[src/rtl/dmem_io_arbiter.sv]
// Data-side access sequencer: shares the single-port data BRAM between CPU and UART loader,
// decodes the IO window (LED register, switch input). Optional macro ROUND_ROBIN_EN.
module dmem_io_arbiter #(
  parameter int          MEM_AW  = 14,
  parameter logic [31:0] IO_BASE = 32'hFFFF_FC00,
  parameter logic [9:0]  LED_OFS = 10'h060,
  parameter logic [9:0]  SW_OFS  = 10'h070
) (
  input  logic              clk,
  input  logic              rst_n,
  input  logic              cpu_req,
  input  logic              cpu_we,
  input  logic [31:0]       cpu_addr,
  input  logic [31:0]       cpu_wdata,
  output logic [31:0]       cpu_rdata,
  output logic              cpu_ack,
  input  logic              ldr_req,
  input  logic [31:0]       ldr_addr,
  input  logic [31:0]       ldr_wdata,
  output logic              ldr_ack,
  output logic              mem_en,
  output logic              mem_we,
  output logic [MEM_AW-1:0] mem_addr,
  output logic [31:0]       mem_wdata,
  input  logic [31:0]       mem_rdata,
  input  logic [15:0]       sw_in,
  output logic [15:0]       led_out,
  output logic              grant_ldr
);

  typedef enum logic [1:0] {
    IDLE    = 2'd0,
    MEM_ACC = 2'd1,
    RD_WAIT = 2'd2,
    DONE    = 2'd3
  } state_e;

  function automatic logic is_io(input logic [21:0] hi);
    return hi == IO_BASE[31:10];
  endfunction

  function automatic logic ofs_hit(input logic [7:0] a, input logic [7:0] ofs);
    return a == ofs;
  endfunction

  function automatic logic [31:0] sext16(input logic [15:0] v);
    return {{16{v[15]}}, v};
  endfunction

  state_e             state_q, state_d;
  logic               acc_we_q, acc_we_d;
  logic               grant_ldr_q, grant_ldr_d;
  logic               mem_en_q, mem_en_d;
  logic               mem_we_q, mem_we_d;
  logic [MEM_AW-1:0]  mem_addr_q, mem_addr_d;
  logic [31:0]        mem_wdata_q, mem_wdata_d;
  logic [31:0]        cpu_rdata_q, cpu_rdata_d;
  logic               cpu_ack_q, cpu_ack_d;
  logic               ldr_ack_q, ldr_ack_d;
  logic [15:0]        led_q, led_d;
  logic               pick_ldr_s, pick_cpu_s, ldr_io_s, cpu_io_s;
  logic               unused_s;

  assign unused_s = ^{cpu_addr[1:0], ldr_addr[1:0]};
  assign ldr_io_s = is_io(ldr_addr[31:10]);
  assign cpu_io_s = is_io(cpu_addr[31:10]);

`ifdef ROUND_ROBIN_EN
  // last_grant_q = 1 means the loader won the most recent arbitration
  logic last_grant_q, last_grant_d;
  assign pick_ldr_s = ldr_req && (!cpu_req || !last_grant_q);
`else
  assign pick_ldr_s = ldr_req;
`endif
  assign pick_cpu_s = cpu_req && !pick_ldr_s;

  // State register
  always_ff @(posedge clk or negedge rst_n) begin
    if (!rst_n) begin
      state_q <= IDLE;
    end else begin
      state_q <= state_d;
    end
  end

  // Next-state logic
  always_comb begin
    state_d = state_q;
    case (state_q)
      IDLE: begin
        if (pick_ldr_s) begin
          state_d = ldr_io_s ? DONE : MEM_ACC;
        end else if (pick_cpu_s) begin
          state_d = cpu_io_s ? DONE : MEM_ACC;
        end else begin
          state_d = IDLE;
        end
      end
      MEM_ACC: state_d = acc_we_q ? DONE : RD_WAIT;
      RD_WAIT: state_d = DONE;
      DONE:    state_d = IDLE;
      default: state_d = IDLE;
    endcase
  end

  // Output / datapath next values; all outputs are registered from these
  always_comb begin
    grant_ldr_d = grant_ldr_q;
    acc_we_d    = acc_we_q;
    mem_en_d    = 1'b0;
    mem_we_d    = 1'b0;
    mem_addr_d  = mem_addr_q;
    mem_wdata_d = mem_wdata_q;
    cpu_rdata_d = cpu_rdata_q;
    led_d       = led_q;
    cpu_ack_d   = 1'b0;
    ldr_ack_d   = 1'b0;
`ifdef ROUND_ROBIN_EN
    last_grant_d = last_grant_q;
`endif
    case (state_q)
      IDLE: begin
        if (pick_ldr_s) begin
          grant_ldr_d = 1'b1;
          acc_we_d    = 1'b1;
`ifdef ROUND_ROBIN_EN
          last_grant_d = 1'b1;
`endif
          if (!ldr_io_s) begin
            mem_en_d    = 1'b1;
            mem_we_d    = 1'b1;
            mem_addr_d  = ldr_addr[MEM_AW+1:2];
            mem_wdata_d = ldr_wdata;
          end else begin
            mem_en_d = 1'b0;
          end
        end else if (pick_cpu_s) begin
          grant_ldr_d = 1'b0;
          acc_we_d    = cpu_we;
`ifdef ROUND_ROBIN_EN
          last_grant_d = 1'b0;
`endif
          if (!cpu_io_s) begin
            mem_en_d    = 1'b1;
            mem_we_d    = cpu_we;
            mem_addr_d  = cpu_addr[MEM_AW+1:2];
            mem_wdata_d = cpu_wdata;
          end else if (cpu_we) begin
            led_d = ofs_hit(cpu_addr[9:2], LED_OFS[9:2]) ? cpu_wdata[15:0] : led_q;
          end else begin
            cpu_rdata_d = ofs_hit(cpu_addr[9:2], SW_OFS[9:2]) ? sext16(sw_in) : 32'h0000_0000;
          end
        end else begin
          grant_ldr_d = 1'b0;
        end
      end
      MEM_ACC: acc_we_d    = acc_we_q;
      RD_WAIT: cpu_rdata_d = mem_rdata;
      DONE:    acc_we_d    = acc_we_q;
      default: acc_we_d    = acc_we_q;
    endcase
    if (state_d == DONE) begin
      cpu_ack_d = !grant_ldr_d;
      ldr_ack_d = grant_ldr_d;
    end else begin
      cpu_ack_d = 1'b0;
      ldr_ack_d = 1'b0;
    end
    if (state_d == IDLE) begin
      grant_ldr_d = 1'b0;
    end else begin
      grant_ldr_d = grant_ldr_d;
    end
  end

  // Datapath and output registers
  always_ff @(posedge clk or negedge rst_n) begin
    if (!rst_n) begin
      acc_we_q    <= 1'b0;
      grant_ldr_q <= 1'b0;
      mem_en_q    <= 1'b0;
      mem_we_q    <= 1'b0;
      mem_addr_q  <= '0;
      mem_wdata_q <= 32'h0000_0000;
      cpu_rdata_q <= 32'h0000_0000;
      cpu_ack_q   <= 1'b0;
      ldr_ack_q   <= 1'b0;
      led_q       <= 16'h0000;
    end else begin
      acc_we_q    <= acc_we_d;
      grant_ldr_q <= grant_ldr_d;
      mem_en_q    <= mem_en_d;
      mem_we_q    <= mem_we_d;
      mem_addr_q  <= mem_addr_d;
      mem_wdata_q <= mem_wdata_d;
      cpu_rdata_q <= cpu_rdata_d;
      cpu_ack_q   <= cpu_ack_d;
      ldr_ack_q   <= ldr_ack_d;
      led_q       <= led_d;
    end
  end

`ifdef ROUND_ROBIN_EN
  // Arbitration history register
  always_ff @(posedge clk or negedge rst_n) begin
    if (!rst_n) begin
      last_grant_q <= 1'b0;
    end else begin
      last_grant_q <= last_grant_d;
    end
  end
`endif

  assign cpu_rdata = cpu_rdata_q;
  assign cpu_ack   = cpu_ack_q;
  assign ldr_ack   = ldr_ack_q;
  assign mem_en    = mem_en_q;
  assign mem_we    = mem_we_q;
  assign mem_addr  = mem_addr_q;
  assign mem_wdata = mem_wdata_q;
  assign led_out   = led_q;
  assign grant_ldr = grant_ldr_q;

endmodule

[config.mk]
export PLATFORM = sky130hd
export DESIGN_NAME = dmem_io_arbiter
export DESIGN_NICKNAME = d
export VERILOG_FILES = /design/src/rtl/dmem_io_arbiter.sv
export SDC_FILE = /design/constraint.sdc
export NUM_CORES = 1
export LEC_CHECK = 0
export ABC_AREA = 1
export CAP_MARGIN = 10
export CORE_AREA = 2 2 114 116
export DETAILED_ROUTE_END_ITERATION = 8
export DIE_AREA = 0 0 116 118
export PLACE_DENSITY = 0.93
export SETUP_SLACK_MARGIN = 0.5
export SKIP_CTS_REPAIR_TIMING = 1
export SYNTH_ARGS = -nofsm -noshare
export SYNTH_HDL_FRONTEND = slang
export SYNTH_SLANG_ARGS = --single-unit
[constraint.sdc]
create_clock -name clk -period 2.88 [get_ports clk]
set_input_delay 0.576 -clock clk [delete_from_list [all_inputs] [get_ports clk]]
set_output_delay 0.576 -clock clk [all_outputs]
set_load 0.1 [all_outputs]
==> reports/qor.csv <==
stage,metric,value,unit
power_and_ir_drop,clock_power_share,11.8,%
layout,multi_input_area,2382,um^2
power_and_ir_drop,intPower,4.108,mW
power_and_ir_drop,power_leakage,4.383,nW
clocking,clk_latency,0.33,ns
yosys,syn_nets,923,
setup_path,path_cells,inv_1 > ha_1 > buf_4 > inv_2 > nor2_1 > inv_2 > nand2_2 > nand2_1 > nand2_1,
yosys,synth-xor-area-share,0,%
power_and_ir_drop,power_density,1264,nW/um^2
setup_path,worstPathRequired,3.15,ns
power_and_ir_drop,sw_frac_of_total,60.40,%
setup_path,critPathKind,reg2reg,
routing,routed_via_density,4.861,
setup_path,worst_path_largest_cell_delay,0.46,ns
floorplan,die_area,13690,um^2
floorplan,rows,41,
timing,finalHoldViolations,0,
timing,finalCriticalPeriod,2.089,ns
yosys,synth_edf_count,0,
timing,tns,0,ns
floorplan,pin_count,280,
setup_path,cp-end-kind,flop,
yosys,synth_mux_area_share,0,%
yosys,synth.avg_cell_area,7.157,um^2
clocking,cts.sinks,102,
setup_path,path_delay_family,simple AND/OR/NAND/NOR gates,
yosys,synthAdderAreaFrac,0.7097,%
floorplan,die_h,118,um
grt,grt_use_total,24.21,%
routing,avgRoutedWirePerCell,14.27,um
flow_run,max_cap_violations,0,
grt,grt_pass1_wl,26.45,mm
clocking,path_clk_slew,0.07,ns
layout,area.sequential,2552,um^2
yosys,async_flop_share,100.0,%
timing,skew,0.007041,ns
routing,wl,16.72,mm
timing,whs,0.09536,ns
yosys,ys_top_cells_by_area,"dfrtp_1, nand2_1, nand3_1, inv_1, o21ai_0",
yosys,netlist_top_cells_count,"nand2_1, dfrtp_1, nand3_1",
layout,n_fill_cell,1048,
layout,syn_to_final_growth,55.15,%
floorplan,die_w,116,um
power_and_ir_drop,max-vdd-ir-drop,0.6846,mV
clocking,cts-root-buf,clkbuf_16,
floorplan,start_util,42.60,%
grt,grt_pass1_vias,5429,
setup_path,cp_max_fo,33,
yosys,seq_area_frac_synth,48.26,%
layout,drive_above_1_share,14.20,%
yosys,synth_top_family_by_area,simple AND/OR/NAND/NOR gates,
timing,maxSlewHeadroom,58.59,%
placed_design,port-buffer-count,275,
setup_path,cp.arrival,2.36,ns
yosys,yosys.area.top_type_share,48.26,%
power_and_ir_drop,p_switching,6.264,mW
yosys,yosys_warnings,0,
power_and_ir_drop,pwr-share-comb,65.9,%
timing,grt_setup_unrepaired,no,
power_and_ir_drop,power_frac_seq,22.3,%
timing,setup_viol,0,
routing,drcViolationCount,0,
timing,slew_violations,0,
yosys,syn-instance-count,739,
yosys,synth_most_common_cell,nand2_1,
setup_path,worst_path_max_delay_cell,nand2_2,
yosys,synth_cell_types,24,
timing,max_slew.worst_pin.slew,0.6189,ns
clocking,cts_tree,built,
grt,grt_max_degree,47,
clocking,cts_buffers,9,
floorplan,core_area,12410,um^2
clocking,htreeDepth,3,
timing,fmax,478.7,MHz
worst_hold_path,hold_class,in2async,
yosys,synth_compound_area_share,3.785,%
placed_design,place.gp.congestion,0.8925,
routing,drt_iter0_markers,446,
layout,final_nets,1179,
layout,diodes,0,
placed_design,post-dp-hpwl,12.81,mm
yosys,yosys.area.top_type,dfrtp_1,
run_status,outcome,completed,
yosys,ys_ff_latch,102,
grt,antenna_found_initial,0,
grt,grt-ovfl-total,0,
routing,ant_nets,0,
yosys,synth_area,5289,um^2
timing,fin_crit_sh,72.54,%
setup_path,start_kind,flop,
routing,vias,5697,
routing,dr.pass1.iters,7,
clocking,cts_buffer_depth,2,
yosys,synthFlopType,dfrtp_1,
setup_path,crit_buf_inv,4,
yosys,yosys.area_share.simple,40.24,%
## layout make-up
class	instances	area share [%]
multi-input cells	558	29.03
repair buffers	288	31.93
clock inverters	5	0.7014
clock buffers	11	2.958
well taps	172	2.623
inverters	36	1.647
flip-flops and latches	102	31.11
## flip-flops by register name, summed over array words and instances (netlist names)
name / count
cpu_ack: 1
mem_we: 1
cpu_rdata: 32
acc_we_q: 1
grant_ldr: 1
led_out: 16
state_q: 2
mem_wdata: 32
mem_addr: 14
ldr_ack: 1
mem_en: 1
## cells in the final DEF, fill, tap and decap left out
master	synthesis	final
a21oi_1	3	2
a21oi_4	0	1
and3_1	1	1
buf_12	0	2
buf_2	14	1
buf_4	9	111
bufinv_16	0	1
clkbuf_1	11	1
clkbuf_16	0	9
clkbuf_8	0	1
clkdlybuf4s50_1	0	174
clkinv_2	0	2
clkinv_4	0	1
dfrtp_1	102	102
ha_1	3	3
inv_1	33	33
inv_2	3	3
inv_6	0	1
nand2_1	369	369
nand2_2	2	2
nand3_1	101	100
nand3_2	1	2
nand4_1	9	9
nand4_2	1	1
nor2_1	26	26
nor2_4	1	1
nor3_1	1	1
nor3_2	2	2
o21ai_0	20	20
o21ai_1	17	17
or2_2	1	1
## power groups by stage
stage          combinational (mW)  sequential (mW)  clock, mW
4_1_cts                      6.87             2.31       1.24
2_1_floorplan                1.28             6.29          0
6_report                     6.84             2.31       1.22
5_1_grt                      7.14             2.38       1.30
3_5_place_dp                 6.86             2.34          0
3_3_place_gp                 6.79             2.31          0
## cells by family (layout without fill, tap and decap cells)
family	count (synthesis)	in the layout
AO/OA/AOI/OAI	40	40
buffers and inverters	79	340
flip-flops	102	102
AND/OR/NAND/NOR	515	515
adder cells (fa/ha/maj)	3	3
## worst paths after layout
check	start	end	slack, ns	cells past startpoint
min in group clk	mem_addr[7]	mem_addr[7]	0.47	2
hold reg to reg	mem_addr[7]	mem_addr[7]	0.47	2
setup reg to reg	state_q[0]	cpu_rdata[19]	0.79	9
max in group asynchronous	rst_n	mem_addr[10]	1.97	2
hold / removal	rst_n	cpu_rdata[11]	0.1	1
setup / recovery	state_q[0]	cpu_rdata[19]	0.79	9
## through the flow
stage	total power [mW]	utilization (%)	std cells	area (um^2)	setup slack [ns]
after floorplan	7.574	-	739	5289	1.302
after global placement	9.100	63.68	1156	7905	0.5178
after detailed placement	9.196	63.68	1156	7905	0.5079
after CTS	10.42	66.10	1172	8205	0.7947
after global routing	10.81	66.10	1172	8205	0.5438
final	10.37	66.10	1172	8205	0.7910
## metal layers
| layer | wire length, um | vias up | track usage (%) |
|---|---|---|---|
| li1 | - | 2848 | - |
| met1 | 6659 | 2554 | 29.58 |
| met2 | 8191 | 240 | 40.06 |
| met3 | 1127 | 55 | 4.892 |
| met4 | 747 | 0 | 12.35 |
| met5 | 0 | - | 0 |
Note: power is estimated with default switching activity, not from simulation.
